===== config.mk =====
export PLATFORM = sky130hd
export DESIGN_NAME = mod_counter
export DESIGN_NICKNAME = d
export VERILOG_FILES = /design/src/rtl/counter_pkg.sv /design/src/rtl/mod_counter.sv
export SDC_FILE = /design/constraint.sdc
export NUM_CORES = 1
export LEC_CHECK = 0
export ABC_CLOCK_PERIOD_IN_PS = 3610
export BUFFER_PORTS_ARGS = -buffer_cell sky130_fd_sc_hd__clkbuf_2
export CAP_MARGIN = 30
export CORE_AREA = 8 8 45 47
export DETAILED_ROUTE_END_ITERATION = 7
export DIE_AREA = 0 0 53 55
export PLACE_DENSITY_LB_ADDON = 0.15
export SLEW_MARGIN = 20
export SYNTH_ARGS = -nofsm -noshare
export SYNTH_HDL_FRONTEND = slang
export SYNTH_SLANG_ARGS = --single-unit

===== constraint.sdc =====
create_clock -name clk -period 3.61 [get_ports clk]
set_clock_uncertainty 0.05 [all_clocks]
set_input_delay 0.1805 -clock clk [delete_from_list [all_inputs] [get_ports clk]]
set_output_delay 0.1805 -clock clk [all_outputs]
set_load 0.02 [all_outputs]

===== src/rtl/counter_pkg.sv =====
// rtl/counter_pkg.sv - shared direction/mode encodings and terminal-value helper for mod_counter
package counter_pkg;

  localparam logic DIR_DOWN  = 1'b0;
  localparam logic DIR_UP    = 1'b1;
  localparam logic MODE_WRAP = 1'b0;
  localparam logic MODE_SAT  = 1'b1;

  // Value at which a step in the given direction wraps or saturates
  function automatic int unsigned terminal_value(input int unsigned modulus, input logic dir);
    return (dir == DIR_UP) ? (modulus - 1) : 0;
  endfunction

endpackage


===== src/rtl/mod_counter.sv =====
// rtl/mod_counter.sv - synchronous up/down modulo counter with load, wrap/saturate and carry-borrow
module mod_counter
  import counter_pkg::*;
#(
  parameter int WIDTH   = 4,
  parameter int MODULUS = 2 ** WIDTH
) (
  input  logic             clk,
  input  logic             reset,
  input  logic             en,
  input  logic             up,
  input  logic             sat,
  input  logic             load,
  input  logic [WIDTH-1:0] d,
  output logic [WIDTH-1:0] q,
  output logic             tc,
  output logic             wrap,
  output logic             halted
);

  if (MODULUS < 2 || MODULUS > 2 ** WIDTH) begin : g_bad_modulus
    $error("mod_counter: MODULUS must satisfy 2 <= MODULUS <= 2**WIDTH");
  end

  // MOD_W needs WIDTH+1 bits so MODULUS == 2**WIDTH is representable
  localparam logic [WIDTH:0]   MOD_W = (WIDTH + 1)'(MODULUS);
  localparam logic [WIDTH-1:0] LAST  = WIDTH'(MODULUS - 1);

  logic [WIDTH-1:0] q_r;
  logic             wrap_r;
  logic             halted_r;

  logic [WIDTH-1:0] q_next;
  logic             wrap_next;
  logic             halted_next;

  logic [WIDTH-1:0] term;
  logic             at_term;
  logic [WIDTH:0]   step_up;
  logic             load_over;

  assign term      = WIDTH'(terminal_value(MODULUS, up));
  assign at_term   = (q_r == term);
  assign step_up   = {1'b0, q_r} + 1'b1;
  assign load_over = ({1'b0, d} >= MOD_W);

  // Next-state: load beats en; a step at terminal either wraps or is blocked
  always_comb begin
    q_next      = q_r;
    wrap_next   = 1'b0;
    halted_next = halted_r;
    if (load) begin
      q_next      = load_over ? LAST : d;
      halted_next = 1'b0;
    end else if (en) begin
      if (!at_term) begin
        q_next = (up == DIR_UP) ? step_up[WIDTH-1:0] : (q_r - 1'b1);
      end else if (sat == MODE_SAT) begin
        halted_next = 1'b1;
      end else begin
        q_next    = (up == DIR_UP) ? '0 : LAST;
        wrap_next = 1'b1;
      end
    end
  end

  // State registers with synchronous reset overriding everything
  always_ff @(posedge clk) begin
    if (reset) begin
      q_r      <= '0;
      wrap_r   <= 1'b0;
      halted_r <= 1'b0;
    end else begin
      q_r      <= q_next;
      wrap_r   <= wrap_next;
      halted_r <= halted_next;
    end
  end

  assign q      = q_r;
  assign wrap   = wrap_r;
  assign halted = halted_r;
  // Combinational so a cascaded stage sees the carry in the same cycle
  assign tc     = en & at_term;

endmodule


# Yosys cells after proc, flatten, opt, wreduce, memory -nomap -nowiden

Cells that the tools add are included.

Output and inout bits: 7
Bits in read-only memories: 0
Bits in latches: 0
Memories: 0
Word-level logic and storage cells: 23
Input bits: 10
Register bits: 6
Memory bits (writable): 0

Multiplexer cells: 8
Add/sub/neg operators: 2
Eq/ne operators: 2
Bitwise logic cells: 3
Reductions and logical operators: 5
Divide/modulo/power cells: 0
Shift operators: 0
$mul: 0
Magnitude comparators: 0

Operators by type and width:

| kind                                                               | number |
|---|---|
| 4-bit 2-to-1 mux                                                   | 7 |
| 4-bit by 1-bit adder with 4-bit output, second input constant      | 1 |
| 4-bit equality test                                                | 1 |
| 4-bit OR reduction                                                 | 1 |
| 4-bit by 1-bit subtractor with 4-bit output, second input constant | 1 |
| 3-bit != test, second input constant                               | 1 |
| 3-bit AND reduction                                                | 1 |
| 1-bit NOT                                                          | 2 |
| 2-bit AND reduction                                                | 1 |
| 2-bit nonzero test                                                 | 1 |
| 2-bit OR reduction                                                 | 1 |
| 1-bit bitwise AND                                                  | 1 |
| 1-bit 2-to-1 mux                                                   | 1 |

# Longest topological paths before layout

Word-level depth: 5
Gate-level depth with buffers: 7
Gate-level depth less buffers: 7

# Worst setup path after synthesis

Ideal clock, no wire load.

Path kind: register to register
From: register q_r[1], in the netlist q[1]
To: register q_r[3], in the netlist q[3]
Arrival: 1,798 ps
Data required time: 3,472 ps
Clock period less this slack: 1,935 ps
Library setup time: 88 ps
Path slack: 1,675 ps
Stages on the path, launching flop included: 7
Path buffers: 0
Cells stage by stage: dfxtp_1 ha_1 a21o_1 a21oi_1 xnor2_1 mux2_4 nor4_2

Longest elaborated chain between the ends: 5
Elaborated cells between the ends (all ways): 9
Classes of those cells: 2 x add/sub; 2 x eq/ne; 4 x mux; 1 x reduce/logical

Ends and longest elaborated chain:

| what                                                                                                  | RTL line                             | text |
|---|---|---|
| start: declaration                                                                                    | mod_counter.sv:29                    | `logic [WIDTH-1:0] q_r;` |
| start signal: assignment                                                                              | mod_counter.sv:74                    | `q_r <= q_next;` |
| 4-bit by 1-bit subtractor with 4-bit output or 4-bit by 1-bit adder with 4-bit output (tied branches) | mod_counter.sv:57, mod_counter.sv:44 |  |
| 4-bit 2-to-1 mux                                                                                      | mod_counter.sv:57                    | `q_next = (up == DIR_UP) ? step_up[WIDTH-1:0] : (q_r - 1'b1);` |
| 4-bit 2-to-1 mux                                                                                      | mod_counter.sv:56                    | `if (!at_term) begin` |
| 4-bit 2-to-1 mux                                                                                      | mod_counter.sv:55                    | `end else if (en) begin` |
| 4-bit 2-to-1 mux                                                                                      | mod_counter.sv:52                    | `if (load) begin` |

Parallel ways exist; a longest one is shown, timed or not. The select of a mux whose other input is x is not followed.
A chain may end at the register's enable or synchronous reset.

# Worst setup path in the final report

Ends and elaborated chain as after synthesis.

==> flow_summary.ini <==
[synth]
synth_top_area_share_pct = 26.6
syn_area_per_cell_um2 = 8.69
synthesis.yosys.warnings = 0
ys_seq_elements = 6
mapped_nets = 65
cell_types_with_the_largest_area_share_after_synthesis = dfxtp_1 27%, nor4b_1 7.8%, ha_1 5.5%
yosysTopAreaCell = dfxtp_1
postSynth.topFlopCell = dfxtp_1
ys_async_sr_fraction_pct = 0
synth_edf_count = 0
postSynthCellCount = 52
netlist-cell-type-count = 28
synth_seq_area_share_pct = 26.6
post_synth_instance_area_um2 = 452

[place]
placed_cell_area_um2 = 547
total_of_buffers_placed_on_input_and_output_ports = 16
gp_congestion = 0.779
dp.final_hpwl_um = 873

[min_path]
timing.hold.worst_endpoint = wrap
min_delay_path_depth = 2
timing.hold.worst.start = sat
hold_class = input pin to register

[clock_network]
tritoncts = done
htree_levels = 1
clock_tree.root_cell = clkbuf_4
cts_hold_buf = 0
clk_path_buf_depth = 2
cts_num_sinks = 6
worst_setup_hold_path_clk_slew_ps = 50
cts_repair_resize_count = 0
clk-insertion-delay-late_ps = 240
postCtsSetupRepairBufs = 0
cts_buffers = 3

[timing]
post-route-min-period_ps = 1870
layout_worst_path_cycle_share_pct = 51.9
whs_ps = 109
report.final.setup_viol = 0
maxSlewViolCount = 0
relSlewSlack_pct = 77.7
unrepaired_setup_endpoints_after_global_routing = no
max_freq_ghz = 0.534
worst_slew_pin_slew_ps = 330
totalNegativeSetupSlack_ps = 0
finalHoldViolCount = 0

[outcome]
outcome = completed

[worst_setup_path]
worst-setup-path-type = register to register
critical_path.reg2reg.startpoint = q[1]
rr_worst_depth = 6
cp.buffers_inverters = 0
cpMaxStageDelayCell = dfxtp_1
ff_to_ff_end = q[3]
timing.critical_path.max_delay_family = flip-flops
crit_path_end_kind = register
worst-path-max-fanout = 4
path_cells = ha_1, a21o_1, a21oi_1, xnor2_1, mux2_4, nor4_2
cp_data_arrival_time_ps = 1980
worst-endpoint-required_ps = 3720
setup_slack_of_the_worst_register_to_register_path_ps = 1740
startpoint_type = register
critical-path-max-stage-delay_ps = 390

[global_route]
overall_track_demand_over_capacity_in_global_routing_pct = 8.47
via_count_of_the_first_global_routing_pass = 415
grt_pass1_wl_um = 1810
grt.overflow.total = 0
grt_antenna_before_repair = 0
maximum_number_of_pins_on_one_net_before_global_route_repair = 10

[detailed_routing]
detail_route.iter0.violations = 6
route.detailed.drc = 0
detail_route.wirelength_um = 1100
drt_first_pass_iters = 4
vias_per_cell = 5.29
ant_nets = 0
routed-via-count = 455
wl_per_cell_um = 12.8

[cells_and_area]
mostFrequentLayoutCells = 16 x clkbuf_2, 6 x dfxtp_1, 4 x nand2_1, 4 x o21ai_0, 4 x nor4b_1
num-nets-final = 85
layout.filler_cells = 140
share_of_cells_above_drive_strength_1_pct = 37.1
area_growth_pct = 26.0
layout.cells.most_common = clkbuf_2
num_antenna_cells = 0
postLayoutCellArea_um2 = 569
final_core_utilization_pct = 41.1

[floorplan]
die_h_um = 55
placeable_core_area_um2 = 1380
design.die.area_um2 = 2920
ios = 17
dieWidth_um = 53
fp-row-count = 14
initial_cell_density_of_the_core_pct = 32.6

[power]
cellLeakagePower_nw = 0.255
power_density_nw_per_um2 = 367
vdd_drop_max_uv = 166

[flow_run]
drv.max_cap_violation_count = 0
==> where the power goes <==
part / internal [mW] / switching [mW] / leakage, nW / total [mW]
Combinational: 0.0313 / 0.0369 / 0.192 / 0.0682
Clock: 0.0377 / 0.0248 / 0.0138 / 0.0625
Sequential: 0.0711 / 0.00692 / 0.0495 / 0.0780
==> cell families after synthesis <==
group | synth area share [%]
XOR/XNOR | 5.82
AND/OR/NAND/NOR | 28.8
flip-flops | 26.6
buffers and inverters | 3.60
multiplexers | 5.54
AO/OA/AOI/OAI | 19.7
adder cells (fa/ha/maj) | 9.97
==> how the worst max path moves through the flow <==
stage / start / endpoint / slack (ps) / depth (start not counted)
after floorplan: q[1] / q[3] / 1670 / 6
after global placement: up / q[3] / 1620 / 8
after detailed placement: up / q[3] / 1600 / 8
after CTS: q[1] / q[3] / 1730 / 6
after global routing: q[1] / q[3] / 1650 / 6
final: q[1] / q[3] / 1740 / 6
==> final cells by class <==
cell class / count / area [µm²] / area share (%)
sequential: 6 / 120 / 21.1
timing repair buffer: 16 / 80.1 / 14.1
tap: 16 / 20.0 / 3.52
clock buffer: 3 / 22.5 / 3.96
multi-input combinational: 42 / 315 / 55.4
inverter: 3 / 11.3 / 1.98
==> per-stage QoR <==
stage	std cells	worst slack (ps)	power (mW)
2_1_floorplan	52	1670	0.127
3_3_place_gp	83	1620	0.148
3_5_place_dp	83	1600	0.148
4_1_cts	86	1730	0.213
5_1_grt	86	1650	0.226
6_report	86	1740	0.209
==> metal layers <==
layer / vias to the layer above / part of all wire (%) / global-route usage, %
met3: 4 / 3.6 / 1.60
li1: 232 / - / -
met2: 10 / 44 / 11.7
met4: 0 / 3.1 / 7.76
met5: - / 0 / 0
met1: 209 / 49 / 10.8
==> cells in the mapped netlist (2+ instances only) <==
cell	number
dfxtp_1	6
nand2_1	4
nor4b_1	4
o21ai_0	4
a21oi_1	3
inv_1	3
nor2_1	3
a211oi_1	2
ha_1	2
nand3_1	2
xnor2_1	2
==> registers in the layout, summed over array words and instances, names as in the netlist <==
| name | count |
|---|---|
| halted | 1 |
| q | 4 |
| wrap | 1 |
(Power assumes the default switching activity.)
